==> src/rtl/dual_rail_tx_arb_pkg.sv <==
// rtl/dual_rail_tx_arb_pkg.sv - shared types and helpers for the dual-rail transmit arbiter
//
// Purpose: FSM state encoding, dual-rail encoder and round-robin pick.
// No ports (package).
package dual_rail_pkg;

   typedef enum logic [1:0] {
      IDLE = 2'd0,
      SET  = 2'd1,
      RST  = 2'd2
   } dr_state_t;

   // Upper bounds for the helper functions; callers zero-extend and slice.
   localparam int DR_MAX_W   = 64;
   localparam int DR_MAX_REQ = 32;

   // Returns {d1, d0}: true rails carry the data, false rails its complement.
   function automatic logic [2*DR_MAX_W-1:0] dr_encode(input logic [DR_MAX_W-1:0] data);
      return {data, ~data};
   endfunction

   // First valid index searching last+1, last+2, ... modulo n.
   // Returns last unchanged when nothing is valid; callers gate on |valid.
   function automatic logic [4:0] rr_pick(input logic [DR_MAX_REQ-1:0] valid,
                                          input logic [4:0]            last,
                                          input int                    n);
      logic [4:0] pick;
      logic       found;
      int         idx;
      pick  = last;
      found = 1'b0;
      for (int k = 1; k <= DR_MAX_REQ; k++) begin
         idx = (int'(last) + k) % n;
         if (k <= n && !found && valid[idx]) begin
            pick  = 5'(idx);
            found = 1'b1;
         end
      end
      return pick;
   endfunction

endpackage

==> src/rtl/dual_rail_tx_arb_sync_ff.sv <==
// rtl/dual_rail_tx_arb_sync_ff.sv - multi-flop synchronizer for an asynchronous level
//
// Purpose: brings an asynchronous single-bit level into the clk domain.
// Ports:
//   clk      in   clock
//   reset_n  in   synchronous active-low reset (flops clear to 0)
//   d        in   asynchronous level
//   q        out  synchronized level, sync_stages edges after d
module sync_ff #(
   parameter int sync_stages = 2
) (
   input  logic clk,
   input  logic reset_n,
   input  logic d,
   output logic q
);

   logic [sync_stages-1:0] sh;

   always_ff @(posedge clk) begin
      if (!reset_n) begin
         sh <= '0;
      end else begin
         sh <= {sh[sync_stages-2:0], d};
      end
   end

   assign q = sh[sync_stages-1];

endmodule

==> src/rtl/dual_rail_tx_arb.sv <==
// rtl/dual_rail_tx_arb.sv - round-robin arbiter driving a four-phase dual-rail channel
//
// Purpose: grants one requester at a time, sends its word as a dual-rail
// codeword, waits for ack, returns to spacer, waits for ack to fall.
// Ports:
//   clk, reset_n       clock, synchronous active-low reset
//   in_valid/in_data   per-requester word offer (requester i at [i*width +: width])
//   in_ready           one-hot accept strobe, combinational in IDLE
//   req_d0/req_d1      false/true rails (registered)
//   ack                asynchronous channel acknowledge
//   grant_id           index of the requester owning the channel
//   busy               state is not IDLE
//   err                sticky handshake timeout flag
module dual_rail_tx_arb
   import dual_rail_pkg::*;
#(
   parameter  int width       = 8,
   parameter  int nreq        = 2,
   parameter  int sync_stages = 2,
   parameter  int timeout     = 0,
   localparam int id_w        = (nreq > 1) ? $clog2(nreq) : 1
) (
   input  logic                  clk,
   input  logic                  reset_n,
   input  logic [nreq-1:0]       in_valid,
   input  logic [nreq*width-1:0] in_data,
   output logic [nreq-1:0]       in_ready,
   output logic [width-1:0]      req_d0,
   output logic [width-1:0]      req_d1,
   input  logic                  ack,
   output logic [id_w-1:0]       grant_id,
   output logic                  busy,
   output logic                  err
);

   localparam int cnt_w = (timeout > 0) ? $clog2(timeout + 1) + 1 : 1;

   dr_state_t              state, next_state;
   logic                   ack_s;
   logic [sync_stages-1:0] primed;
   logic [width-1:0]       word, sel_data, rail_src;
   logic [id_w-1:0]        last, pick_id;
   logic [cnt_w-1:0]       cnt;
   logic                   accept;
   logic [2*DR_MAX_W-1:0]  enc;

   sync_ff #(.sync_stages(sync_stages)) u_ack_sync (
      .clk     (clk),
      .reset_n (reset_n),
      .d       (ack),
      .q       (ack_s)
   );

   // The synchronizer flops clear to 0 in reset, so ack_s cannot be trusted
   // until the chain has refilled; without this a stale ack held through
   // reset release would look low and let a grant through.
   always_comb begin
      pick_id    = id_w'(rr_pick(DR_MAX_REQ'(in_valid), 5'(last), nreq));
      sel_data   = in_data[int'(pick_id)*width +: width];
      accept     = 1'b0;
      in_ready   = '0;
      next_state = state;
      case (state)
         IDLE: begin
            if (!ack_s && primed[sync_stages-1] && (|in_valid)) begin
               accept            = 1'b1;
               in_ready[pick_id] = 1'b1;
               next_state        = SET;
            end
         end
         SET:     if (ack_s)  next_state = RST;
         RST:     if (!ack_s) next_state = IDLE;
         default: next_state = IDLE;
      endcase
      rail_src = accept ? sel_data : word;
      enc      = dr_encode(DR_MAX_W'(rail_src));
   end

   always_ff @(posedge clk) begin
      if (!reset_n) begin
         state    <= IDLE;
         primed   <= '0;
         last     <= id_w'(nreq - 1);
         grant_id <= '0;
         word     <= '0;
         req_d0   <= '0;
         req_d1   <= '0;
         cnt      <= '0;
         err      <= 1'b0;
      end else begin
         state  <= next_state;
         primed <= {primed[sync_stages-2:0], 1'b1};
         if (accept) begin
            word     <= sel_data;
            last     <= pick_id;
            grant_id <= pick_id;
         end
         // Rails are loaded from the held word throughout SET, so they stay
         // constant; any other state shows the all-zero spacer.
         if (next_state == SET) begin
            req_d1 <= enc[DR_MAX_W +: width];
            req_d0 <= enc[0 +: width];
         end else begin
            req_d1 <= '0;
            req_d0 <= '0;
         end
         // Phase counter: cleared on state change, saturating in SET/RST.
         if (next_state != state) begin
            cnt <= '0;
         end else if (state != IDLE && cnt != '1) begin
            cnt <= cnt + 1'b1;
         end
         // Set on the edge where the count reaches timeout.
         if (timeout != 0 && state != IDLE && next_state == state &&
             cnt == cnt_w'(timeout - 1)) begin
            err <= 1'b1;
         end
      end
   end

   assign busy = (state != IDLE);

endmodule

==> config.mk <==
export PLATFORM = sky130hd
export DESIGN_NAME = dual_rail_tx_arb
export DESIGN_NICKNAME = d
export VERILOG_FILES = /design/src/rtl/dual_rail_tx_arb_pkg.sv /design/src/rtl/dual_rail_tx_arb_sync_ff.sv /design/src/rtl/dual_rail_tx_arb.sv
export SDC_FILE = /design/constraint.sdc
export NUM_CORES = 1
export LEC_CHECK = 0
export ABC_AREA = 0
export CAP_MARGIN = 30
export CORE_MARGIN = 10
export CORE_UTILIZATION = 38
export CTS_CLUSTER_SIZE = 28
export DETAILED_ROUTE_END_ITERATION = 6
export GPL_ROUTABILITY_DRIVEN = 0
export HOLD_SLACK_MARGIN = 0.06
export PLACE_DENSITY = 0.7
export SETUP_SLACK_MARGIN = 0.4
export SYNTH_ARGS = -nofsm -noshare
export SYNTH_HDL_FRONTEND = slang
export SYNTH_HIERARCHICAL = 1
export SYNTH_SLANG_ARGS = --single-unit
==> constraint.sdc <==
create_clock -name clk -period 2.5 [get_ports clk]
set_input_delay 0.5 -clock clk [delete_from_list [all_inputs] [get_ports clk]]
set_output_delay 0.5 -clock clk [all_outputs]
set_load 0.03 [all_outputs]
==> summary.txt, run 1 <==
Run status
  • Outcome: finished clean

Worst setup path
  • Worst r2r src: state[0]$_SDFF_PN0_
  • Critical Path AT: approximately 1500 ps
  • Crit path buf inv count: 3
  • Worst Setup End Kind: output port
  • Slowest stage delay, CP: just under 500 ps
  • Crit-path max FO: 10
  • Reg2Reg Capture Point: word[1]$_SDFF_PN0_
  • CP Data Required Time: 2000 ps
  • Slowest CP cell: dfxtp_1
  • Critical path start-end classification: flop to output port
  • Crit-path leading delay family: flip-flops
  • Most common cell on crit path: buf_4
  • Critical path startpoint category: flop
  • Slack of the worst reg-to-reg path: 1000 ps
  • Worst-path cell chain: nor3_4, buf_4, and2_4, nand2_1, inv_1, buf_4
  • Path depth of the worst reg2reg path: 6

Timing
  • Slew Limit Fails: 0
  • Fin crit period: 1990 ps
  • Setup TNS: 0 ps
  • RSZ-0062 raised after global routing: no
  • Setup violators final: 0
  • Final period util: 0.797
  • Clock Skew: between 7 and 8 ps
  • Setup ws final: approximately 500 ps
  • FMAX: 0.502 GHz
  • Hold Fails Final Rpt: 0

Power and ir drop
  • Maximum VDD drop: about 330 uV
  • Power density cells: around 620 nW/um^2
  • P_leak: a little under 0.0007 uW

Cells and area
  • Most common cell after layout, fill and taps aside: clkdlybuf4s50_1
  • Layout Cells excl Fill: 200
  • Share of cells above drive strength 1: 0.124
  • Non-Filler Cell Area, Final: 1650 um^2
  • Inserted Diodes: 0
  • Final core utilization: 0.585
  • Area Overhead vs Synth: 44.6%
  • Nets@finish: approximately 190
  • Most frequent cells in the layout: clkdlybuf4s50_1 (35), dfxtp_1 (32), and2_1 (19)

Routing
  • Aggregate routed wire length: 3010 um
  • Via density: roughly 4.8
  • Via count: ~960
  • Post-route ant nets: 0
  • Avg WL per Cell: between 15 and 20 um
  • Initial DRC Count: 63
  • Post-route DRC violation count: 0
  • 1st-pass router iterations: 4

Global route
  • Busiest grt layer: met2
  • Initial antenna violation count: 0
  • Largest net degree at the start of global routing: 17
  • First-pass GRT wire length: ~5000 um
  • Vias in the first global route: around 1.0k
  • Met3 usage: 0.0526
  • Met1 usage: 0.135
  • Grt total ovfl: 0
  • All-Layer GR Usage: 0.115
  • Met2 GRT Util: 0.173

CTS
  • Clock Latency Late Sink: between 300 and 400 ps
  • Htree depth: 2
  • Clock root buffer: clkbuf_4
  • CTS max path bufs: 2
  • CTS tree: yes
  • Clock sinks: 32
  • Total CTS buffers: 5
  • Cts hold-fix bufs: 0
  • CTS clock-pin slew for the worst setup and hold paths: roughly 90 ps

Floorplan
  • Cell Rows: 19
  • Die height: around 75 um
  • # IOs: 42
  • Die width: about 75 um
  • Starting Density: 0.404
  • Core Region: roughly 2800 um^2
  • Die area: about 5600 um^2

Yosys
  • Cell taking the most area after synthesis: dfxtp_1
  • Synth Warn #: 6
  • Synthesized Nets: 141
  • Mapped cell area: approximately 1100 um^2
  • FF+latch count, synth: 32
  • Register area share after synthesis: 0.560
  • Syn Inst Count: 120
  • Top cell type's share of synthesized area: 0.560
  • Distinct cells, synth: 22
  • Avg Cell Area, Syn: ~9.5 um^2
  • Dominant cells by area after synthesis: dfxtp_1 (56%), and2_1 (11%), a31oi_1 (4.4%)

Placement
  • Port bufs: 40
  • Setup WS pre-CTS: about 190 ps
  • Dpl cells: 190
  • Instance area at placement: about 1600 um^2
  • Hpwl dp: roughly 2300 um

Hold path
  • WHS Path Cells: 1
  • Hold Path Origin: primed[0]$_DFF_P_
  • Hold Crit Endpoint: primed[1]$_SDFF_PN0_
  • Hold Crit Class: flop to flop

Flow run
  • Max cap viols: 0
-- worst max path at each step --
stage,startpoint,to,slack (ps),cells past startpoint
final,state[0]$_SDFF_PN0_,in_ready[1],510,6
after global routing,state[1]$_SDFF_PN0_,in_ready[0],410,5
after CTS,state[0]$_SDFF_PN0_,in_ready[1],490,6
after detailed placement,in_valid[1],in_ready[1],190,6
after global placement,in_valid[1],in_ready[1],220,6
after floorplan,in_valid[0],in_ready[0],700,4
-- cell type report --
class	instances	area, um^2
Clock buffer	8	58.8
Fill cell	242	1170
Inverter	2	7.51
Multi-Input combinational cell	80	460
Sequential cell	32	641
Tap cell	31	38.8
Timing Repair Buffer	47	448
-- layer usage --
layer | up-vias | wire length [um]
met5 | - | 0
met4 | 0 | 31
met3 | 5 | 283
met2 | 42 | 1260
met1 | 416 | 1430
li1 | 495 | -
-- registers in the layout (all words and copies together), names as in the netlist --
name           count
grant_id           1
last               1
primed             2
req_d0             8
req_d1             8
state              2
u_ack_sync/sh      2
word               8
-- power by group --
group          total, uW  internal, uW  switching, uW
registers            546           536           10.4
clock network        298           139            159
logic                189          88.7            100
total               1030           763            269
-- cells by family after synthesis --
group / count (synthesis) / synth area share
AOI/OAI and AO/OA: 27 / 0.146
xor gates and xnor gates: 1 / 0.00766
buffers and inverters: 8 / 0.0427
DFF: 32 / 0.560
other: 1 / 0.00328
and+or+nand+nor: 51 / 0.241
-- stage by stage --
stage	hold slack [ps]	power, uW
3_3_place_gp	417	739
4_1_cts	454	1040
3_5_place_dp	432	743
5_1_grt	470	1090
2_1_floorplan	412	660
6_report	444	1030
-- cell usage after synthesis --
library cell  instances
o21ai_0               8
a21oi_1               8
buf_4                 1
nand2_1               5
clkbuf_1              2
and2_1               21
conb_1                1
nor2_1               12
dfxtp_1              32
a31oi_1               8
nor3_4                1
or2_2                 1
o21a_1                1
and3_1                1
inv_1                 2
buf_1                 1
or2_1                 1
a21boi_1              1
nand3_1               9
buf_6                 2
o211ai_4              1
xor2_1                1
-- repair_timing --
action / in CTS / in global routing
setup endpoints to repair: 3 / 0
gates resized for setup: 8 / 0
setup buffers: 2 / 0
-- worst register-to-register path: cells and delay by family (launching register included) --
family	cells	cell delay, ps
AO/OA/AOI/OAI	1	240
flip-flops	1	490
buffers and inverters	2	320
AND/OR/NAND/NOR	3	390
Power figures use the tool's default switching activity.
==> run 2, diff against run 1 <==
--- a/config.mk
+++ b/config.mk
@@ -13,7 +13,7 @@
 export DETAILED_ROUTE_END_ITERATION = 6
 export GPL_ROUTABILITY_DRIVEN = 0
 export HOLD_SLACK_MARGIN = 0.06
-export PLACE_DENSITY = 0.7
+export PLACE_DENSITY = 0.73
 export SETUP_SLACK_MARGIN = 0.4
 export SYNTH_ARGS = -nofsm -noshare
 export SYNTH_HDL_FRONTEND = slang
==> constraint.sdc (replaced) <==
create_clock -name clk -period 1.6 [get_ports clk]
set_input_delay 0.32 -clock clk [delete_from_list [all_inputs] [get_ports clk]]
set_output_delay 0.32 -clock clk [all_outputs]
set_load 0.03 [all_outputs]
==> summary.txt, run 2 (synthesis results as in run 1) <==
Run status
  • Outcome: finished with violations
  • Failing checks: negative setup slack

Cells and area
  • Inserted Diodes: 0
  • Most frequent cells in the layout: dfxtp_1 (29), clkdlybuf4s50_1 (18), buf_4 (17)
  • Registers with the most flip-flops: req_d0 (8), req_d1 (8), word (8)
  • Area Overhead vs Synth: 64.7%
  • Final core utilization: 0.666
  • Share of cells above drive strength 1: 0.438
  • Non-Filler Cell Area, Final: 1880 um^2
  • Most common cell after layout, fill and taps aside: dfxtp_1
  • Nets@finish: ~200

Floorplan
  • Die width: 74.9 um
  • # IOs: 42
  • Starting Density: 0.404
  • Die area: 5600 um^2
  • Die height: ~75 um
  • Cell Rows: 19
  • Core Region: ~2800 um^2

Timing
  • Slew Limit Fails: 0
  • Setup TNS: -40.7 ps
  • Final period util: 1.03
  • Clock Skew: around 14 ps
  • Hold Fails Final Rpt: 0
  • RSZ-0062 raised after global routing: yes
  • Final hold slack: 458 ps
  • FMAX: approximately 0.61 GHz
  • Setup ws final: -40.7 ps
  • Setup violators final: 1
  • Fin crit period: 1640 ps

CTS
  • Htree depth: 2
  • CTS tree: yes
  • Clock sinks: 32
  • CTS max path bufs: 2
  • Clock root buffer: clkbuf_4
  • Clock Latency Late Sink: between 300 and 400 ps
  • CTS clock-pin slew for the worst setup and hold paths: around 90 ps
  • Cts hold-fix bufs: 0
  • Total CTS buffers: 5

Hold path
  • Hold Crit Class: flop to flop

Worst setup path
  • Slowest stage delay, CP: 370 ps
  • Critical path start-end classification: flop to output port
  • Crit-path max FO: 4
  • Crit path buf inv count: 2
  • Worst-path cell chain: nor3_4, and2_4, nand2_4, clkinv_4, buf_6
  • Crit-path leading delay family: simple AND/OR/NAND/NOR gates
  • Slowest CP cell: dfxtp_4
  • Critical path startpoint category: flop
  • Critical Path AT: ~1300 ps
  • CP Data Required Time: roughly 1300 ps
  • Worst Setup End Kind: output port

Global route
  • First-pass GRT wire length: between 5000 and 6000 um
  • Largest net degree at the start of global routing: 16
  • All-Layer GR Usage: 0.136
  • Initial antenna violation count: 0
  • Vias in the first global route: 1155
  • Grt total ovfl: 0

Routing
  • Post-route ant nets: 0
  • Aggregate routed wire length: between 3000 and 4000 um
  • Via count: roughly 1.0k
  • 1st-pass router iterations: 4
  • Post-route DRC violation count: 0
  • Via density: a little over 5
  • Initial DRC Count: between 70 and 80
  • Avg WL per Cell: around 17 um

Placement
  • Instance area at placement: around 1600 um^2
  • Port bufs: 40
  • Hpwl dp: approximately 2400 um

Power and ir drop
  • Maximum VDD drop: ~600 uV
  • P_leak: about 0.00079 uW
  • Power density cells: between 900 and 1000 nW/um^2

Flow run
  • Max cap viols: 0
[run 2: cell count changes in the layout (fill, tap and decap cells not counted), moves of 7 or more]
| cell | change |
|---|---|
| a31oi_4 | +8 |
| clkdlybuf4s50_1 | -17 |
| buf_4 | +9 |
| and2_4 | +7 |
| o21ai_0 | -7 |
| o21ai_1 | +7 |
| a31oi_1 | -8 |
[run 2: worst paths after layout]
kind                                                  start                          end  slack, ps  depth (start not counted)
worst max-delay path                    state[1]$_SDFF_PN0_                  in_ready[1]        -40                          5
worst min-delay path            u_ack_sync/sh[0]$_SDFF_PN0_  u_ack_sync/sh[1]$_SDFF_PN0_        460                          1
worst min register to register  u_ack_sync/sh[0]$_SDFF_PN0_  u_ack_sync/sh[1]$_SDFF_PN0_        460                          1
worst max register to register          state[1]$_SDFF_PN0_         req_d1[5]$_SDFF_PN0_        110                          7
[run 2: through the flow]
stage / setup slack [ps] / total power (uW) / cells
after floorplan: 184 / 1040 / 120
after global placement: -161 / 1160 / 193
after detailed placement: -218 / 1170 / 193
after CTS: -57.3 / 1720 / 205
after global routing: -120 / 1810 / 207
final: -40.7 / 1730 / 207
[run 2: final cells by class]
class	instances	area [um^2]
multi-input cells	80	637
inverters	2	12.5
fillers	231	946
well taps	31	38.8
flip-flops and latches	32	649
repair buffers	54	484
clock buffers	6	51.3
clock inverters	2	10.0
[run 2: worst reg2reg max path, stage by stage (launching register included)]
cell and delay, ps:
dfxtp_4 370, nor3_4 210, and2_4 190, buf_4 110, buf_6 90, buf_12 150
a31oi_4 110, and2_1 180
[run 2: metal layers]
| layer | vias up | global-route usage | share of wire |
|---|---|---|---|
| met2 | 44 | 0.211 | 0.45 |
| met1 | 484 | 0.156 | 0.43 |
| li1 | 511 | - | - |
| met3 | 6 | 0.0696 | 0.10 |
| met5 | - | 0 | 0 |
| met4 | 0 | 0.0546 | 0.013 |
[run 2: report_power, final]
group	internal [uW]	switching, uW
Clock	209	269
Sequential	835	17.8
Combinational	183	214
Total	1230	501
[run 2: repair_timing]
| action | in CTS | in global routing |
|---|---|---|
| setup buffers | 4 | 2 |
| endpoints found under the setup margin | 45 | 41 |
| cloned | 0 | 0 |
| gates resized for setup | 129 | 35 |
| pin swaps | 14 | 12 |
==> run 3, diff against run 2 <==
--- a/config.mk
+++ b/config.mk
@@ -5,7 +5,6 @@
 export SDC_FILE = /design/constraint.sdc
 export NUM_CORES = 1
 export LEC_CHECK = 0
-export ABC_AREA = 0
 export CAP_MARGIN = 30
 export CORE_MARGIN = 10
 export CORE_UTILIZATION = 38
==> results of run 3 <==
Final layout, timing and power as in run 2 (identical DEF).
